===== src/rtl/fifo_wr_arbiter.sv =====
// Round-robin write-port arbiter sharing one FIFO write port among NUM_REQ producers.
// Optional build macro FIFO_ARB_STALL_CNT_EN adds a saturating 16-bit stall counter output.
module fifo_wr_arbiter #(
    parameter int DW        = 32,
    parameter int NUM_REQ   = 4,
    parameter int BURST_MAX = 8
) (
    input  logic                  clk,
    input  logic                  rst,
    input  logic [NUM_REQ-1:0]    req,
    input  logic [NUM_REQ*DW-1:0] req_data,
    input  logic [NUM_REQ-1:0]    req_last,
    output logic [NUM_REQ-1:0]    gnt,
    output logic [NUM_REQ-1:0]    ack,
    input  logic                  fifo_full,
    output logic                  wr,
`ifdef FIFO_ARB_STALL_CNT_EN
    output logic [15:0]           stall_cnt,
`endif
    output logic [DW-1:0]         data_fifo
);

    localparam int IW  = $clog2(NUM_REQ);
    localparam int BCW = $clog2(BURST_MAX + 1);

    typedef enum logic {IDLE, BURST} state_t;

    state_t              state_reg;
    logic [NUM_REQ-1:0]  gnt_reg;
    logic [IW-1:0]       g_idx_reg;
    logic [IW-1:0]       rr_ptr_reg;
    logic [BCW-1:0]      beat_cnt_reg;

    logic [DW-1:0]       req_word [NUM_REQ];
    logic [IW-1:0]       idx_term [NUM_REQ];
    logic [NUM_REQ-1:0]  ptr_mask;
    logic [NUM_REQ-1:0]  req_hi;
    logic [NUM_REQ-1:0]  cand;
    logic [NUM_REQ-1:0]  pick_oh;
    logic [IW-1:0]       pick_idx;
    logic [IW-1:0]       next_ptr;
    logic                in_burst;
    logic                req_g;
    logic                last_g;
    logic                burst_end;

    assign in_burst = (state_reg == BURST);
    assign req_g    = req[g_idx_reg];
    assign last_g   = req_last[g_idx_reg];

    // Write path is purely combinational from the registered grant; a word
    // presented while reset is asserted must never reach the FIFO.
    assign wr        = in_burst & req_g & ~fifo_full & ~rst;
    assign data_fifo = in_burst ? req_word[g_idx_reg] : '0;
    assign gnt       = gnt_reg;

    generate
        for (genvar gi = 0; gi < NUM_REQ; gi++) begin : g_port
            assign req_word[gi] = req_data[gi*DW +: DW];
            assign ack[gi]      = wr & (g_idx_reg == IW'(gi));
            assign idx_term[gi] = pick_oh[gi] ? IW'(gi) : '0;
        end
    endgenerate

    // Rotating priority: prefer requesters at or above rr_ptr, else wrap to
    // the lowest requester overall; the lowest set bit wins in either set.
    assign ptr_mask = ~((NUM_REQ'(1) << rr_ptr_reg) - NUM_REQ'(1));
    assign req_hi   = req & ptr_mask;
    assign cand     = (|req_hi) ? req_hi : req;
    assign pick_oh  = cand & (~cand + NUM_REQ'(1));

    always_comb begin
        pick_idx = '0;
        for (int k = 0; k < NUM_REQ; k++) begin
            pick_idx = pick_idx | idx_term[k];
        end
    end

    assign next_ptr  = (g_idx_reg == IW'(NUM_REQ - 1)) ? '0 : g_idx_reg + IW'(1);
    assign burst_end = ~req_g | (wr & (last_g | (beat_cnt_reg == BCW'(BURST_MAX - 1))));

    always_ff @(posedge clk) begin
        if (rst) begin
            state_reg    <= IDLE;
            gnt_reg      <= '0;
            g_idx_reg    <= '0;
            rr_ptr_reg   <= '0;
            beat_cnt_reg <= '0;
        end else begin
            case (state_reg)
                IDLE: begin
                    if (|req) begin
                        state_reg    <= BURST;
                        gnt_reg      <= pick_oh;
                        g_idx_reg    <= pick_idx;
                        beat_cnt_reg <= '0;
                    end
                end
                BURST: begin
                    if (burst_end) begin
                        state_reg  <= IDLE;
                        gnt_reg    <= '0;
                        rr_ptr_reg <= next_ptr;
                    end
                    if (wr) begin
                        beat_cnt_reg <= beat_cnt_reg + BCW'(1);
                    end
                end
                default: begin
                    state_reg <= IDLE;
                    gnt_reg   <= '0;
                end
            endcase
        end
    end

`ifdef FIFO_ARB_STALL_CNT_EN
    logic [15:0] stall_cnt_reg;

    always_ff @(posedge clk) begin
        if (rst) begin
            stall_cnt_reg <= '0;
        end else if (in_burst && req_g && fifo_full && (stall_cnt_reg != 16'hFFFF)) begin
            stall_cnt_reg <= stall_cnt_reg + 16'd1;
        end
    end

    assign stall_cnt = stall_cnt_reg;
`endif

endmodule


===== config.mk =====
export PLATFORM = sky130hd
export DESIGN_NAME = fifo_wr_arbiter
export DESIGN_NICKNAME = d
export VERILOG_FILES = /design/src/rtl/fifo_wr_arbiter.sv
export SDC_FILE = /design/constraint.sdc
export NUM_CORES = 1
export LEC_CHECK = 0
export CELL_PAD_IN_SITES_DETAIL_PLACEMENT = 1
export CELL_PAD_IN_SITES_GLOBAL_PLACEMENT = 2
export CORE_MARGIN = 2
export CORE_UTILIZATION = 15
export CTS_CLUSTER_DIAMETER = 80
export CTS_CLUSTER_SIZE = 16
export DETAILED_ROUTE_END_ITERATION = 8
export PLACE_DENSITY_LB_ADDON = 0.08
export RECOVER_POWER = 25
export SETUP_SLACK_MARGIN = 0.02
export SLEW_MARGIN = 25
export SYNTH_ARGS = -nofsm -noshare
export SYNTH_HDL_FRONTEND = slang
export SYNTH_SLANG_ARGS = --single-unit

===== constraint.sdc =====
create_clock -name clk -period 2.18 [get_ports clk]
set_clock_uncertainty 0.05 [all_clocks]
set_input_delay 0.436 -clock clk [delete_from_list [all_inputs] [get_ports clk]]
set_output_delay 0.436 -clock clk [all_outputs]
set_load 0.005 [all_outputs]

# ---- After elaboration in Yosys (flattened, before gate mapping)
# Cells that the tools add are included.
# Widths: inputs -> output; s select.
dict set report word_totals {
  ff_bits 13
  out_inout_bits 41
  elab_cells 69
}
dict set report op_classes {
  n_addsub 4
  magnitude_cmp 2
  eq_ne 7
  shifts 1
  muxes 22
  bitwise 21
  n_reduce_logical 7
}
# op count
set ops {}
lappend ops {{$mux 32} 3}
lappend ops {{$bmux 32 s2} 1}
lappend ops {{$mux 4} 5}
lappend ops {{$pmux 4 s2} 2}
lappend ops {{$add 4x1->4 const B} 2}
lappend ops {{$and 1x1->1} 8}
lappend ops {{$and 4x4->4} 2}
lappend ops {{$not 4->4} 2}
lappend ops {{$reduce_and 2->1} 4}
lappend ops {{$reduce_or 4->1} 2}
lappend ops {{$mux 2} 3}
lappend ops {{$mux 1} 5}
lappend ops {{$bmux 1 s2} 2}
lappend ops {{$eq 2x2->1 const B} 2}
lappend ops {{$eq 4x3->1 const B} 1}
lappend ops {{$ne 2x2->1 const B} 2}
lappend ops {{$not 1->1} 4}
lappend ops {{$shl 1x2->4 const A} 1}
lappend ops {{$sub 4x2->4 const B} 1}
lappend ops {{$ge 3x3->1 const B} 1}
lappend ops {{$lt 2x3->1 const B} 1}
lappend ops {{$not 2->3} 1}
lappend ops {{$add 2x1->2 const B} 1}
lappend ops {{$eq 2x1->1 const B} 1}
lappend ops {{other kinds (6)} 7}

# ---- Logic depth before layout (Yosys ltp)
# Gate-level depths: netlist of the first run.
dict set report logic_depth {
  word_depth 12
  depth_mapped 8
  mapped_depth_nobuf 6
}

# ---- Worst setup path after synthesis of the first run
# OpenSTA, ideal clock, no wires.
dict set report synth_timing {
  path_kind {reg-to-output}
  startpoint {register g_idx_reg[0]}
  endpoint {output port data_fifo[10]}
  arrival_time_ns 1.546
  t_required_ns 1.694
  path_slack_ns 0.148
  path_stages_with_launch 5
  path_buffers 2
  cell_sequence {dfxtp_1 -> buf_6 -> buf_2 -> mux4_2 -> and2_1}
}
dict set report synth_between {
  elab_chain_len 5
}
# item line
set synth_lines {}
lappend synth_lines {{from (decl)} 30} ;# logic [IW-1:0] g_idx_reg;
lappend synth_lines {{from (signal assigned)} 95} ;# g_idx_reg <= pick_idx;
lappend synth_lines {{$not 2->3 (not written as such)} 54} ;# assign data_fifo = in_burst ? req_word[g_idx_reg] : '0;
lappend synth_lines {{$bmux 32 s2} 54}
lappend synth_lines {{$mux 32 (not written as such) (2 in series)} 54}
lappend synth_lines {{$mux 32} 54}
lappend synth_lines {{to (decl)} 20} ;# output logic [DW-1:0] data_fifo
# No other way between the ends. The select of a mux whose other input is x is not followed.

# ---- Worst setup path in the final report of the first run
dict set report layout_timing {
  startpoint {register g_idx_reg[0]}
  endpoint {output port ack[3]}
}
dict set report layout_between {
  elab_chain_len 6
}
# item line
set layout_lines {}
lappend layout_lines {{$bmux 1 s2} 48} ;# assign req_g = req[g_idx_reg];
lappend layout_lines {{$mux 1 (not written as such)} 48}
lappend layout_lines {{$and 1x1->1 (3 in series)} 53} ;# assign wr = in_burst & req_g & ~fifo_full & ~rst;
lappend layout_lines {{$and 1x1->1 (*)} 60} ;# assign ack[gi] = wr & (g_idx_reg == IW'(gi));
lappend layout_lines {{to (decl)} 14} ;# output logic [NUM_REQ-1:0] ack,
# Mark *: on every way between the ends. The rest lies on a longest branch, timed or not. The select of a mux whose other input is x is not followed.

==> flow_summary.ini, run 1 <==
[status]
outcome = finished, violations left
violations = setup timing

[clock_tree]
post_cts_hold_buffer_count = 0
number_of_buffers_between_clock_root_and_the_deepest_sink = 2
clk_pin_slew_ps = 50
cts.htree.levels = 1
tritoncts_num_sinks = 13
tritoncts.num_buffers = 3
clockRootBuffer = clkbuf_16
insertion_delay_ps = 240
tritoncts_clock_tree = built

[final_layout]
fin_area_um2 = 4629
final_net_count = 553
area.growth.synth_to_final_pct = 149.3
diodes = 0
drive_gt1_frac = 0.4093

[critical_path]
cp_max_fo = 4
cp.arrival_ps = 1840
endpoint_kind = output pin
worst_ep_required_time_ps = 1690
startpoint_to_endpoint_class_of_the_critical_path = flop to output pin
worstSetupStartpointType = flop

[synthesis]
synth_edf_count = 0
ys_top_cells_by_area = mux4_2 (41%), dfxtp_1 (14%), and2_1 (11%), ha_1 (3.4%), and3_1 (1.7%)
synthDistinctLibCells = 40
synth.cell_area_um2 = 1857
async_reset_ff_frac = 0
synth_area_per_cell_um2 = 10.37
top_area_cell_type_share_of_the_netlist_area = 0.4124
ys_seq_elements = 13
synth_flop_cell = dfxtp_1
synth.yosys.seq_area_share = 0.1402
netlist.top_cell.by_area = mux4_2
synth.yosys.warnings = 0
synth_cells = 179
synth_fp_nets = 323

[global_route]
grt_pass1_wl_mm = 16.19
largest_net_degree_at_the_start_of_global_routing = 43
first_global_vias = 2641
grt_antenna_before_repair = 0
grtUsageTotal = 0.1597
grt_remaining_overflow = 0

[run]
max-cap-violations = 0

[power_and_ir_drop]
vdd_ir_drop_max_mv = 0.2528
report.power.total_mw = 2.053
p_per_area_nw_per_um2 = 443.5
lkg_pwr_nw = 1.833

[timing]
final_critical_path_setup_slack_ps = -150.0
setup-violations-final = 27
fin_crit_ps = 2330
post-route-period-util = 1.069
final_max_slew_viol_count = 0
setup_repair_after_global_routing_missed_its_margin = yes
maxSlewHeadroom = 0.7851
tightest_slew_ps = 322.3
fmax_ghz = 0.4292
hold_violations = 0

[worst_hold_path]
holdCritPathClass = flop to flop

[routing]
dr_total_vias = 2482
route.detailed.drc = 0
drt-vias-per-instance = 4.309
drt_iter0_drc = 83
dr.pass1.iters = 4
routedWlPerCell_um = 18.55
antenna_violating_nets_post_route = 0
routed_wirelength_mm = 10.68

[place]
place_area_um2 = 3990
gp_congestion = 0.7292
port-buffer-count = 179
place.detailed.hpwl_mm = 8.055

[floorplanning]
num_rows = 40
die_h_um = 115.3
die_area_um2 = 13280
ios = 180
initial_core_util = 0.1539
floorplan.core_area_um2 = 12060
die_x_um = 115.3
[per-stage QoR]
step / util / std cells / hold slack (ps) / TNS (ps) / setup WS (ps)
6_report: 0.3838 / 576 / 438.3 / -1470 / -150.0
5_1_grt: 0.3838 / 576 / 476.4 / -3070 / -201.3
4_1_cts: 0.3729 / 572 / 437.3 / -2007 / -183.9
3_5_place_dp: 0.3308 / 530 / 411.4 / -11500 / -505.4
3_3_place_gp: 0.3308 / 530 / 402.2 / -10900 / -491.8
2_1_floorplan: - / 179 / 410.3 / 0 / 148.2
[cell type report]
| class | instances | area (um2) |
|---|---|---|
| fill | 1358 | 7432 |
| timing repair buffer | 241 | 2441 |
| multi-input combinational | 145 | 1615 |
| sequential | 13 | 265.3 |
| tap | 168 | 210.2 |
| clock buffer | 4 | 78.83 |
| inverter | 5 | 18.77 |
[cell families after synthesis]
| group | after synthesis | synth area share |
|---|---|---|
| AO/OA/AOI/OAI | 23 | 0.08761 |
| XOR/XNOR | 2 | 0.009436 |
| adder cells (fa/ha/maj) | 5 | 0.03369 |
| buffers and inverters | 22 | 0.05256 |
| flip-flops | 13 | 0.1402 |
| multiplexers | 34 | 0.4124 |
| AND/OR/NAND/NOR | 80 | 0.2642 |
[cell usage after synthesis (5+ instances only)]
library cell  number
ha_1               5
buf_2              6
dfxtp_1           13
and2_1            32
clkbuf_1           8
mux4_2            34
inv_1              5
nand3_1            5
nor2_1             5
nand2_1            7
and3_1             5
[routing by layer]
layer / GRT usage / up-vias / share of wire
met5: 0 / - / 0
met3: 0.03057 / 13 / 0.069
li1: - / 1165 / -
met2: 0.2831 / 104 / 0.49
met4: 0.03454 / 0 / 0.017
met1: 0.2014 / 1200 / 0.42
[layout by cell type (no fill, tap or decap), types with 5 or more instances in the layout]
cell,instances
and2_1,16
and2_4,16
buf_12,9
buf_2,15
buf_4,24
buf_6,43
clkdlybuf4s50_1,134
dfxtp_1,11
dlygate4sd2_1,5
mux4_2,34
nand2_1,5
nand3_1,5
nor2_1,5
[worst max-delay path: stages (launching register included)]
cell     delay, ps
dfxtp_4        400
buf_12         120
buf_6           80
mux4_2         570
buf_6          160
and3_4         170
buf_6          110
[timing repair]
action | 4_1_cts | 5_1_grt
cloned | 3 | 0
setup endpoints to repair | 45 | 39
pin swaps | 29 | 4
hold endpoints to repair | 0 | 0
setup buffers | 36 | 6
resized for setup | 200 | 30
[where the power goes]
group	switching [mW]	internal, mW	total (mW)
Clock	0.109	0.247	0.356
Combinational	0.463	0.936	1.40
Sequential	0.0349	0.264	0.299
[worst paths after layout]
| path | start | to | slack [ps] | cells past startpoint |
|---|---|---|---|---|
| setup / recovery | g_idx_reg[0] | ack[3] | -150 | 6 |
| setup reg to reg | g_idx_reg[0] | rr_ptr_reg[0] | -90 | 6 |
| hold reg to reg | beat_cnt_reg[1] | beat_cnt_reg[1] | 440 | 2 |
| hold / removal | beat_cnt_reg[1] | beat_cnt_reg[1] | 440 | 2 |
(Power assumes the default switching activity.)
==> run 2, diff against run 1 <==
--- a/config.mk
+++ b/config.mk
@@ -15,6 +15,7 @@
 export PLACE_DENSITY_LB_ADDON = 0.08
 export RECOVER_POWER = 25
 export SETUP_SLACK_MARGIN = 0.02
+export SKIP_LAST_GASP = 1
 export SLEW_MARGIN = 25
 export SYNTH_ARGS = -nofsm -noshare
 export SYNTH_HDL_FRONTEND = slang
==> run 2 against run 1 <==
Against the previous run: the flow still finishes with violations (setup timing); maximum frequency unchanged; combinational power hardly changed; sequential power about the same; register-to-register slack about the same; global-route usage did not move; via count is the same; critical path depth unchanged; critical endpoint unchanged; largest power group unchanged.
==> flow_summary.ini, run 2 (same netlist as run 1, synthesis figures left out) <==
[critical_path]
critical_path.cell_chain = buf_12 -> buf_6 -> mux4_2 -> buf_6 -> and3_4 -> buf_6
worstSetupStartpointType = flop
cp_max_fo = 4
critical-path-max-stage-delay_ps = 570
cpMaxStageDelayCell = mux4_2
worst_ep_required_time_ps = 1690
cp.arrival_ps = 1840
endpoint_kind = output pin
timing.critical_path.mode_cell = buf_6
startpoint_to_endpoint_class_of_the_critical_path = flop to output pin

[status]
violations = setup timing
outcome = finished, violations left

[final_layout]
area.growth.synth_to_final_pct = 149.2
area_of_all_sequential_standard_cells_um2 = 265.3
fin_util = 0.3836
final_cell_mix = clkdlybuf4s50_1 (134), buf_6 (43), mux4_2 (34)
final_common_cell = clkdlybuf4s50_1
fin_area_um2 = 4627
layout.cells.non_filler = 576
drive_gt1_frac = 0.4069
nFillCells = 1359
diodes = 0
multi_input_combinational_cell_area_um2 = 1613
final_net_count = 553

[power_and_ir_drop]
vdd_ir_drop_max_mv = 0.2528
lkg_pwr_nw = 1.832
p_per_area_nw_per_um2 = 443.7

[routing]
dr.pass1.iters = 4
routedWlPerCell_um = 18.53
drt-vias-per-instance = 4.309
antenna_violating_nets_post_route = 0
routed_wirelength_mm = 10.68
route.detailed.drc = 0
drt_iter0_drc = 82
dr_total_vias = 2482

[timing]
maxSlewHeadroom = 0.7851
final_max_slew_viol_count = 0
fin_crit_ps = 2330
setup-violations-final = 27
final_critical_path_setup_slack_ps = -150.0
tightest_slew_ps = 322.3
setup_repair_after_global_routing_missed_its_margin = yes
hold_ws_ps = 438.3
hold_violations = 0
fmax_ghz = 0.4292
post-route-period-util = 1.069

[global_route]
grtUsageTotal = 0.1597
first_global_vias = 2643
grt_antenna_before_repair = 0
grt_pass1_wl_mm = 16.20
grt_remaining_overflow = 0
largest_net_degree_at_the_start_of_global_routing = 43

[run]
max-cap-violations = 0

[place]
place.detailed.hpwl_mm = 8.055
dp.cells = 530
port-buffer-count = 179
place_area_um2 = 3990
gp_congestion = 0.7292
place_worst_setup_slack_ps = -505.4

[clock_tree]
clk_pin_slew_ps = 50
tritoncts_num_sinks = 13
tritoncts_clock_tree = built
number_of_buffers_between_clock_root_and_the_deepest_sink = 2
insertion_delay_ps = 240
cts.htree.levels = 1
clockRootBuffer = clkbuf_16
post_cts_hold_buffer_count = 0
tritoncts.num_buffers = 3

[floorplanning]
die_h_um = 115.3
die_area_um2 = 13280
ios = 180
initial_core_util = 0.1539
num_rows = 40
die_x_um = 115.3
floorplan.core_area_um2 = 12060

[worst_hold_path]
holdCritPathClass = flop to flop
run 2: worst paths after layout:
check | from | endpoint | slack [ps] | depth (start not counted)
max | g_idx_reg[0] | ack[3] | -150 | 6
max reg2reg | g_idx_reg[0] | rr_ptr_reg[0] | -90 | 6
min reg2reg | beat_cnt_reg[1] | beat_cnt_reg[1] | 440 | 2
min | beat_cnt_reg[1] | beat_cnt_reg[1] | 440 | 2
run 2: worst max-delay path: cells and delay by family (launching register included):
kind,cells,cell delay [ps]
mux,1,570
simple gates,1,170
buf+inv,4,470
flops,1,400
run 2: metrics by stage:
stage | setup TNS, ps | total power [mW]
detailed placement | -11500 | 1.435
global route | -3072 | 2.189
CTS | -2033 | 2.005
floorplan | 0 | 0.7781
global placement | -10900 | 1.431
finish | -1467 | 2.053
run 2: cell type report:
type,count,share of cell area
multi-input combinational,145,0.3486
sequential,13,0.05733
tap,168,0.04543
inverter,5,0.004056
clock buffer,4,0.01704
timing repair buffer,241,0.5276
run 2: where the power goes:
part | internal (mW) | switching [mW]
Clock | 0.247 | 0.109
Combinational | 0.936 | 0.463
Sequential | 0.264 | 0.0349
run 2: layer usage:
metal / vias up / share of wire / GRT usage
met1: 1201 / 0.42 / 0.2014
met4: 0 / 0.017 / 0.03454
met5: - / 0 / 0
li1: 1164 / - / -
met2: 104 / 0.49 / 0.2831
met3: 13 / 0.069 / 0.03057
run 2: repair_timing:
action,4_1_cts,5_1_grt
setup buffers,36,6
endpoints found under the hold margin,0,0
cloned,3,0
setup endpoints to repair,45,39
resized for setup,197,32
pin swaps,29,4
